==> config.mk <==
export PLATFORM = sky130hd
export DESIGN_NAME = stopwatch_core
export DESIGN_NICKNAME = d
export VERILOG_FILES = /design/src/rtl/stopwatch_core.sv
export SDC_FILE = /design/constraint.sdc
export NUM_CORES = 1
export LEC_CHECK = 0
export CORE_MARGIN = 2
export CORE_UTILIZATION = 52
export CTS_CLUSTER_DIAMETER = 50
export CTS_CLUSTER_SIZE = 20
export DETAILED_ROUTE_END_ITERATION = 8
export PLACE_DENSITY = 0.83
export SYNTH_ARGS = -nofsm -noshare
export SYNTH_HDL_FRONTEND = slang
export SYNTH_SLANG_ARGS = --single-unit
==> constraint.sdc <==
create_clock -name clk -period 3.2 [get_ports clk]
set_clock_uncertainty 0.1 [all_clocks]
set_input_delay 0.96 -clock clk [delete_from_list [all_inputs] [get_ports clk]]
set_output_delay 0.96 -clock clk [all_outputs]
set_load 0.02 [all_outputs]
==> src/rtl/stopwatch_core.sv <==
// MM:SS BCD stopwatch: 1 Hz counting, 2 Hz field adjust, pause toggle,
// clear, and blink qualifiers for the display driver.
//
// Ports:
//   clk, rst_n            clock, async active-low reset
//   tick_1hz, tick_2hz    single-cycle enable ticks from the divider
//   rst, pause, sel, adj  debounced button levels
//   min_t, min_o          minutes tens/ones (BCD)
//   sec_t, sec_o          seconds tens/ones (BCD)
//   paused                counting halted in normal mode
//   blink_min, blink_sec  blank the selected field while adjusting
module stopwatch_core #(
  parameter int MAX_TENS = 5
) (
  input  logic       clk,
  input  logic       rst_n,
  input  logic       tick_1hz,
  input  logic       tick_2hz,
  input  logic       rst,
  input  logic       pause,
  input  logic       sel,
  input  logic       adj,
  output logic [3:0] min_t,
  output logic [3:0] min_o,
  output logic [3:0] sec_t,
  output logic [3:0] sec_o,
  output logic       paused,
  output logic       blink_min,
  output logic       blink_sec
);

  localparam logic [3:0] TMAX = MAX_TENS[3:0];

  logic [3:0] min_t_q, min_t_d;
  logic [3:0] min_o_q, min_o_d;
  logic [3:0] sec_t_q, sec_t_d;
  logic [3:0] sec_o_q, sec_o_d;
  logic       paused_q, paused_d;
  logic       pause_q, pause_d;
  logic       blink_phase_q, blink_phase_d;
  logic       blink_min_q, blink_min_d;
  logic       blink_sec_q, blink_sec_d;

  logic       pause_edge;
  logic [8:0] sec_inc;
  logic [8:0] min_inc;

  // Returns {carry, tens, ones} for a 00..(TMAX)9 field.
  function automatic logic [8:0] inc_field(
    input logic [3:0] t,
    input logic [3:0] o
  );
    logic [8:0] r;
    if (o != 4'd9) begin
      r = {1'b0, t, o + 4'd1};
    end else if (t != TMAX) begin
      r = {1'b0, t + 4'd1, 4'd0};
    end else begin
      r = {1'b1, 8'd0};
    end
    return r;
  endfunction

  always_comb begin
    sec_inc = inc_field(sec_t_q, sec_o_q);
    min_inc = inc_field(min_t_q, min_o_q);

    min_t_d = min_t_q;
    min_o_d = min_o_q;
    sec_t_d = sec_t_q;
    sec_o_d = sec_o_q;

    pause_d    = pause;
    pause_edge = pause & ~pause_q;

    unique case (1'b1)
      rst: begin
        min_t_d = 4'd0;
        min_o_d = 4'd0;
        sec_t_d = 4'd0;
        sec_o_d = 4'd0;
      end
      (!rst && adj): begin
        // Each field wraps on its own; no carry between them.
        if (tick_2hz) begin
          if (sel) begin
            sec_t_d = sec_inc[7:4];
            sec_o_d = sec_inc[3:0];
          end else begin
            min_t_d = min_inc[7:4];
            min_o_d = min_inc[3:0];
          end
        end
      end
      (!rst && !adj): begin
        // Gate with the pre-toggle paused value.
        if (tick_1hz && !paused_q) begin
          sec_t_d = sec_inc[7:4];
          sec_o_d = sec_inc[3:0];
          if (sec_inc[8]) begin
            min_t_d = min_inc[7:4];
            min_o_d = min_inc[3:0];
          end
        end
      end
      default: ;
    endcase

    paused_d      = paused_q ^ pause_edge;
    blink_phase_d = blink_phase_q ^ tick_2hz;
    blink_min_d   = adj & ~rst & ~sel & blink_phase_d;
    blink_sec_d   = adj & ~rst & sel & blink_phase_d;
  end

  always_ff @(posedge clk or negedge rst_n) begin
    if (!rst_n) begin
      min_t_q       <= 4'd0;
      min_o_q       <= 4'd0;
      sec_t_q       <= 4'd0;
      sec_o_q       <= 4'd0;
      paused_q      <= 1'b0;
      pause_q       <= 1'b0;
      blink_phase_q <= 1'b0;
      blink_min_q   <= 1'b0;
      blink_sec_q   <= 1'b0;
    end else begin
      min_t_q       <= min_t_d;
      min_o_q       <= min_o_d;
      sec_t_q       <= sec_t_d;
      sec_o_q       <= sec_o_d;
      paused_q      <= paused_d;
      pause_q       <= pause_d;
      blink_phase_q <= blink_phase_d;
      blink_min_q   <= blink_min_d;
      blink_sec_q   <= blink_sec_d;
    end
  end

  assign min_t     = min_t_q;
  assign min_o     = min_o_q;
  assign sec_t     = sec_t_q;
  assign sec_o     = sec_o_q;
  assign paused    = paused_q;
  assign blink_min = blink_min_q;
  assign blink_sec = blink_sec_q;

endmodule

; Word level (Yosys, flattened, before mapping)
; Index checks and enable logic that the tools add are counted.
[totals]
output_inout_bits = 19
word_cells = 64
register_bits = 21
in_bits = 8
[op_classes]
eq_ne = 9
n_reduce_logical = 9
muxes = 22
n_addsub = 4
bitwise = 11
[op_table]
columns = op, count
row1 = 4-bit two-way mux, 14
row2 = 4-bit one-hot mux with 3 select lines, 4
row3 = 9-bit two-way mux, 2
row4 = "4-bit by 1-bit adder with 4-bit output, second input constant", 4
row5 = 8-bit two-way mux, 2
row6 = "2-bit inequality test, second input constant", 4
row7 = "4-bit by 3-bit inequality test with 1-bit output, second input constant", 2
row8 = "4-bit inequality test, second input constant", 2
row9 = 1-bit AND, 6
row10 = 5-bit AND reduction, 1
row11 = 4-bit AND reduction, 1
row12 = 1-bit logical AND, 3
row13 = 1-bit zero test, 3
row14 = 1-bit NOT, 3
row15 = 3-bit nonzero test, 1
row16 = "2-bit by 1-bit inequality test with 1-bit output, second input constant", 1
row17 = 1-bit bitwise XOR, 2

; Longest topological paths before layout
[depth]
ltp_word = 6
depth_mapped = 6
depth_no_buf = 6

; Least setup slack after synthesis
; No wires, ideal clock.
[synth_timing]
path_type = input -> register
from = in adj
to = reg min_t_q[3], in the netlist min_t[3]
required_time_ns = 3.008
setup_ns = 0.092
t_arrival_ns = 2.133
stages = 4
n_path_buf = 0
slack_ns = 0.875
cell_sequence = nor3b_1 > nor3_1 > or4b_4 > o31ai_2
[synth_via]
elab_chain_len = 4
word_cells_on_any_way = 10
classes_between = 4 x eq/ne / 1 x mux / 5 x reduce/logical
[synth_rtl]
columns = element, line
row1 = "start, declared", 22  ; input logic adj,
row2 = 1-bit zero test, 95  ; (!rst && !adj): begin
row3 = 1-bit logical AND, 95
row4 = 2-bit by 1-bit inequality test with 1-bit output (no line) (tied with other cells), -
row5 = 5-bit AND reduction (no line), -
row6 = "end signal, assigned", 127  ; min_t_q <= min_t_d;
row7 = "end, declared", 34  ; logic [3:0] min_t_q, min_t_d;
; Parallel ways exist; a longest one is shown, timed or not.
; A chain may end at the register's enable or synchronous reset.

; Worst setup path after layout
; Same ends and word-level chain as after synthesis.

==> impl_metrics.py <==
metrics = {
    "timing": {
        "hold_viol": 0,
        "rsz0062_at_grt": "false",
        "final.setup.tns_ns": 0,
        "fin_crit_sh_pct": 85.1,
        "worstMarginPinSlew_ns": 0.876,
        "fmax_mhz": 367,
        "timing.final.setup_violations": 0,
        "maxSlewHeadroom_pct": 41.2,
        "min_period_ns": 2.72,
        "slew_violations": 0,
    },
    "job": {
        "cap_viol_max_count": 0,
    },
    "power_and_ir_drop": {
        "leakagePower_nw": 0.621,
        "powerDensity_nw_per_um2": 481,
        "power.total_mw": 0.720,
        "irDropWorstVdd_mv": 0.277,
    },
    "logic_synthesis": {
        "ys_top_cells_by_count": "21 x dfrtp_1, 9 x o21ai_0, 8 x ha_1",
        "yosysTopAreaCell": "dfrtp_1",
        "synth.top_cell.area_share_pct": 45.3,
        "synthAdderAreaFrac_pct": 8.62,
        "synth_ff_type": "dfrtp_1",
        "synth.mux.area_fraction_pct": 1.72,
        "netlist_area_um2": 1160,
        "synthSimpleGateAreaFrac_pct": 22.7,
        "synth_seq_area_share_pct": 45.3,
        "syn_avg_cell_area_um2": 10.7,
        "synth_cells": 109,
        "synth_compound_area_share_pct": 17.9,
        "synth_xor_xnor_area_share_pct": 1.51,
        "synth.most_common_cell": "dfrtp_1",
        "ys_top_cells_by_area": "dfrtp_1 45%, ha_1 8.6%, o21ai_0 3.9%, nand2b_1 3.2%, nand3_1 2.6%",
        "synth_top_family_by_area": "simple AND/OR/NAND/NOR gates",
        "ys_types": 38,
        "ys_seq_elements": 21,
        "yosysWarnings": 0,
        "mappedNetlistNets": 125,
        "synthArstFlopShare_pct": 100,
        "synth_edf_count": 0,
    },
    "placed_design": {
        "placed_cells": 164,
        "io_buffers": 26,
        "gp_congestion": 0.894,
        "dpl_cell_area_um2": 1470,
        "dp_hpwl_mm": 1.83,
    },
    "worst_setup_path": {
        "regToRegSetupSlack_ns": 1.14,
        "path_max_fanout": 9,
        "r2r-start": "min_o[1]$_DFFE_PN0P_",
        "cp.required_ns": 3.32,
        "worstSetupPathType": "in -> reg",
        "cp_num_buf_inv": 1,
        "rr_endpoint": "min_t[3]$_DFFE_PN0P_",
        "critical_path_depth": 5,
        "cp.arrival_ns": 2.84,
        "cp-start-kind": "input pin",
        "critPathMaxStageDelay_ns": 0.55,
        "crit_slowest_cell": "or4b_4",
        "path_delay_family": "simple AND/OR/NAND/NOR gates",
        "end_kind": "flip-flop",
        "crit_chain": "clkdlybuf4s50_1 -> nor3b_1 -> nor3_1 -> or4b_4 -> o31ai_2",
        "ff2ff_path_depth": 6,
    },
    "cts": {
        "post_cts_buffers": 0,
        "clkTransAtPathRegs_ns": 0.12,
        "max-clock-path-buffers": 2,
        "cts-root-buf": "clkbuf_4",
        "cts_tree": "yes",
        "clock_latency_ns": 0.30,
        "cts_hold_buf": 0,
        "htree_levels": 1,
        "clock_sinks": 21,
        "ctsResizeCount": 0,
        "cts_buffers": 3,
    },
    "route": {
        "routedWlPerCell_um": 14.5,
        "firstDrtPassIters": 4,
        "drt_iter0_markers": 23,
        "drcViolationCount": 0,
        "num_vias": 993,
        "vias_per_cell": 5.91,
        "wl_mm": 2.43,
        "ant_nets": 0,
    },
    "layout": {
        "fin_cells": 168,
        "drive_above_1_share_pct": 7.14,
        "stdcell_area_um2": 1500,
        "post-route-util_pct": 69.0,
        "final.fill_count": 184,
        "area_growth_pct": 29.0,
        "antenna_cells": 0,
        "final_nets": 157,
    },
    "floorplanning": {
        "floorplan.initialDensity_pct": 53.5,
        "io_pins": 27,
        "die_w_um": 51.3,
        "die_h_um": 51.3,
        "coreArea_um2": 2170,
        "die_area_um2": 2630,
        "core.rowCount": 17,
    },
    "worst_hold_path": {
        "min_to": "blink_phase_q$_DFF_PN0_",
        "hold_depth": 1,
        "min-delay-start": "blink_phase_q$_DFF_PN0_",
        "hold_path_class": "reg -> reg",
    },
    "global_routing": {
        "antenna_found_initial": 0,
        "grt_overflow": 0,
        "grt_usage_pct": 20.5,
        "grt_pass1_vias": 940,
        "grt_max_degree": 22,
        "grt_first_pass_wirelength_mm": 4.10,
    },
    "run_status": {
        "status": "finished, final reports clean",
    },
}
-- flip-flops by register name, indices dropped and copies added, names as in the netlist --
name           flops
blink_min          1
blink_phase_q      1
blink_sec          1
min_o              4
min_t              4
pause_q            1
paused             1
sec_o              4
sec_t              4
-- where the power goes --
part           switching (mW)  internal [mW]
sequential             0.0428          0.305
clock                  0.0788         0.0485
combinational           0.125          0.119
-- kinds of logic after synthesis --
group,count (synthesis)
buf+inv,7
compound gates,28
xor+xnor,2
fa+ha+maj,8
simple gates,41
flops,21
mux,2
-- worst max-delay path by stage --
stage,startpoint,end,slack [ns]
finish,adj,min_t[3]$_DFFE_PN0P_,0.48
global route,adj,min_t[3]$_DFFE_PN0P_,0.32
CTS,adj,min_t[3]$_DFFE_PN0P_,0.48
detailed placement,adj,min_t[3]$_DFFE_PN0P_,0.16
global placement,adj,min_t[3]$_DFFE_PN0P_,0.24
floorplan,adj,min_t[3]$_DFFE_PN0P_,0.87
-- metrics by stage --
stage               worst slack, ns  hold WS [ns]
finish                        0.478         0.376
detailed placement            0.160         0.360
floorplan                     0.875         0.337
global placement              0.240         0.350
global route                  0.315         0.401
CTS                           0.482         0.377
-- cell usage in the layout, fill, tap and decap left out, types with 2 or more instances in the layout --
cell,netlist,layout
nor3b_1,2,2
nand3b_1,4,4
buf_4,0,3
clkdlybuf4s50_1,0,26
mux2i_1,2,2
o21ai_0,9,9
nor3_1,3,3
o31ai_1,3,3
ha_1,8,8
nand2_1,3,3
o2bb2ai_1,2,2
nor2b_1,2,2
and3b_1,2,2
nor4_1,2,2
dfrtp_1,21,21
nand2b_1,6,6
clkbuf_4,0,3
nor2_1,4,4
a31oi_1,2,2
o41ai_1,2,2
nand3_1,6,6
a311oi_1,2,2
inv_1,5,5
-- area by class of cell --
| cell class | instances | area [um2] | share of cell area, % |
|---|---|---|---|
| inverters | 5 | 18.8 | 1.25 |
| clock buffers | 4 | 26.3 | 1.75 |
| repair buffers | 29 | 283 | 18.9 |
| multi-input cells | 81 | 609 | 40.7 |
| well taps | 28 | 35.0 | 2.34 |
| flip-flops and latches | 21 | 526 | 35.1 |
-- per-layer routing --
layer / track usage (%) / up-vias / routed length [um]
met1: 27.2 / 475 / 1120
li1: - / 482 / -
met3: 3.51 / 6 / 89
met5: 0 / - / 0
met4: 10.5 / 0 / 47
met2: 32.3 / 30 / 1170
(Power assumes the default switching activity.)
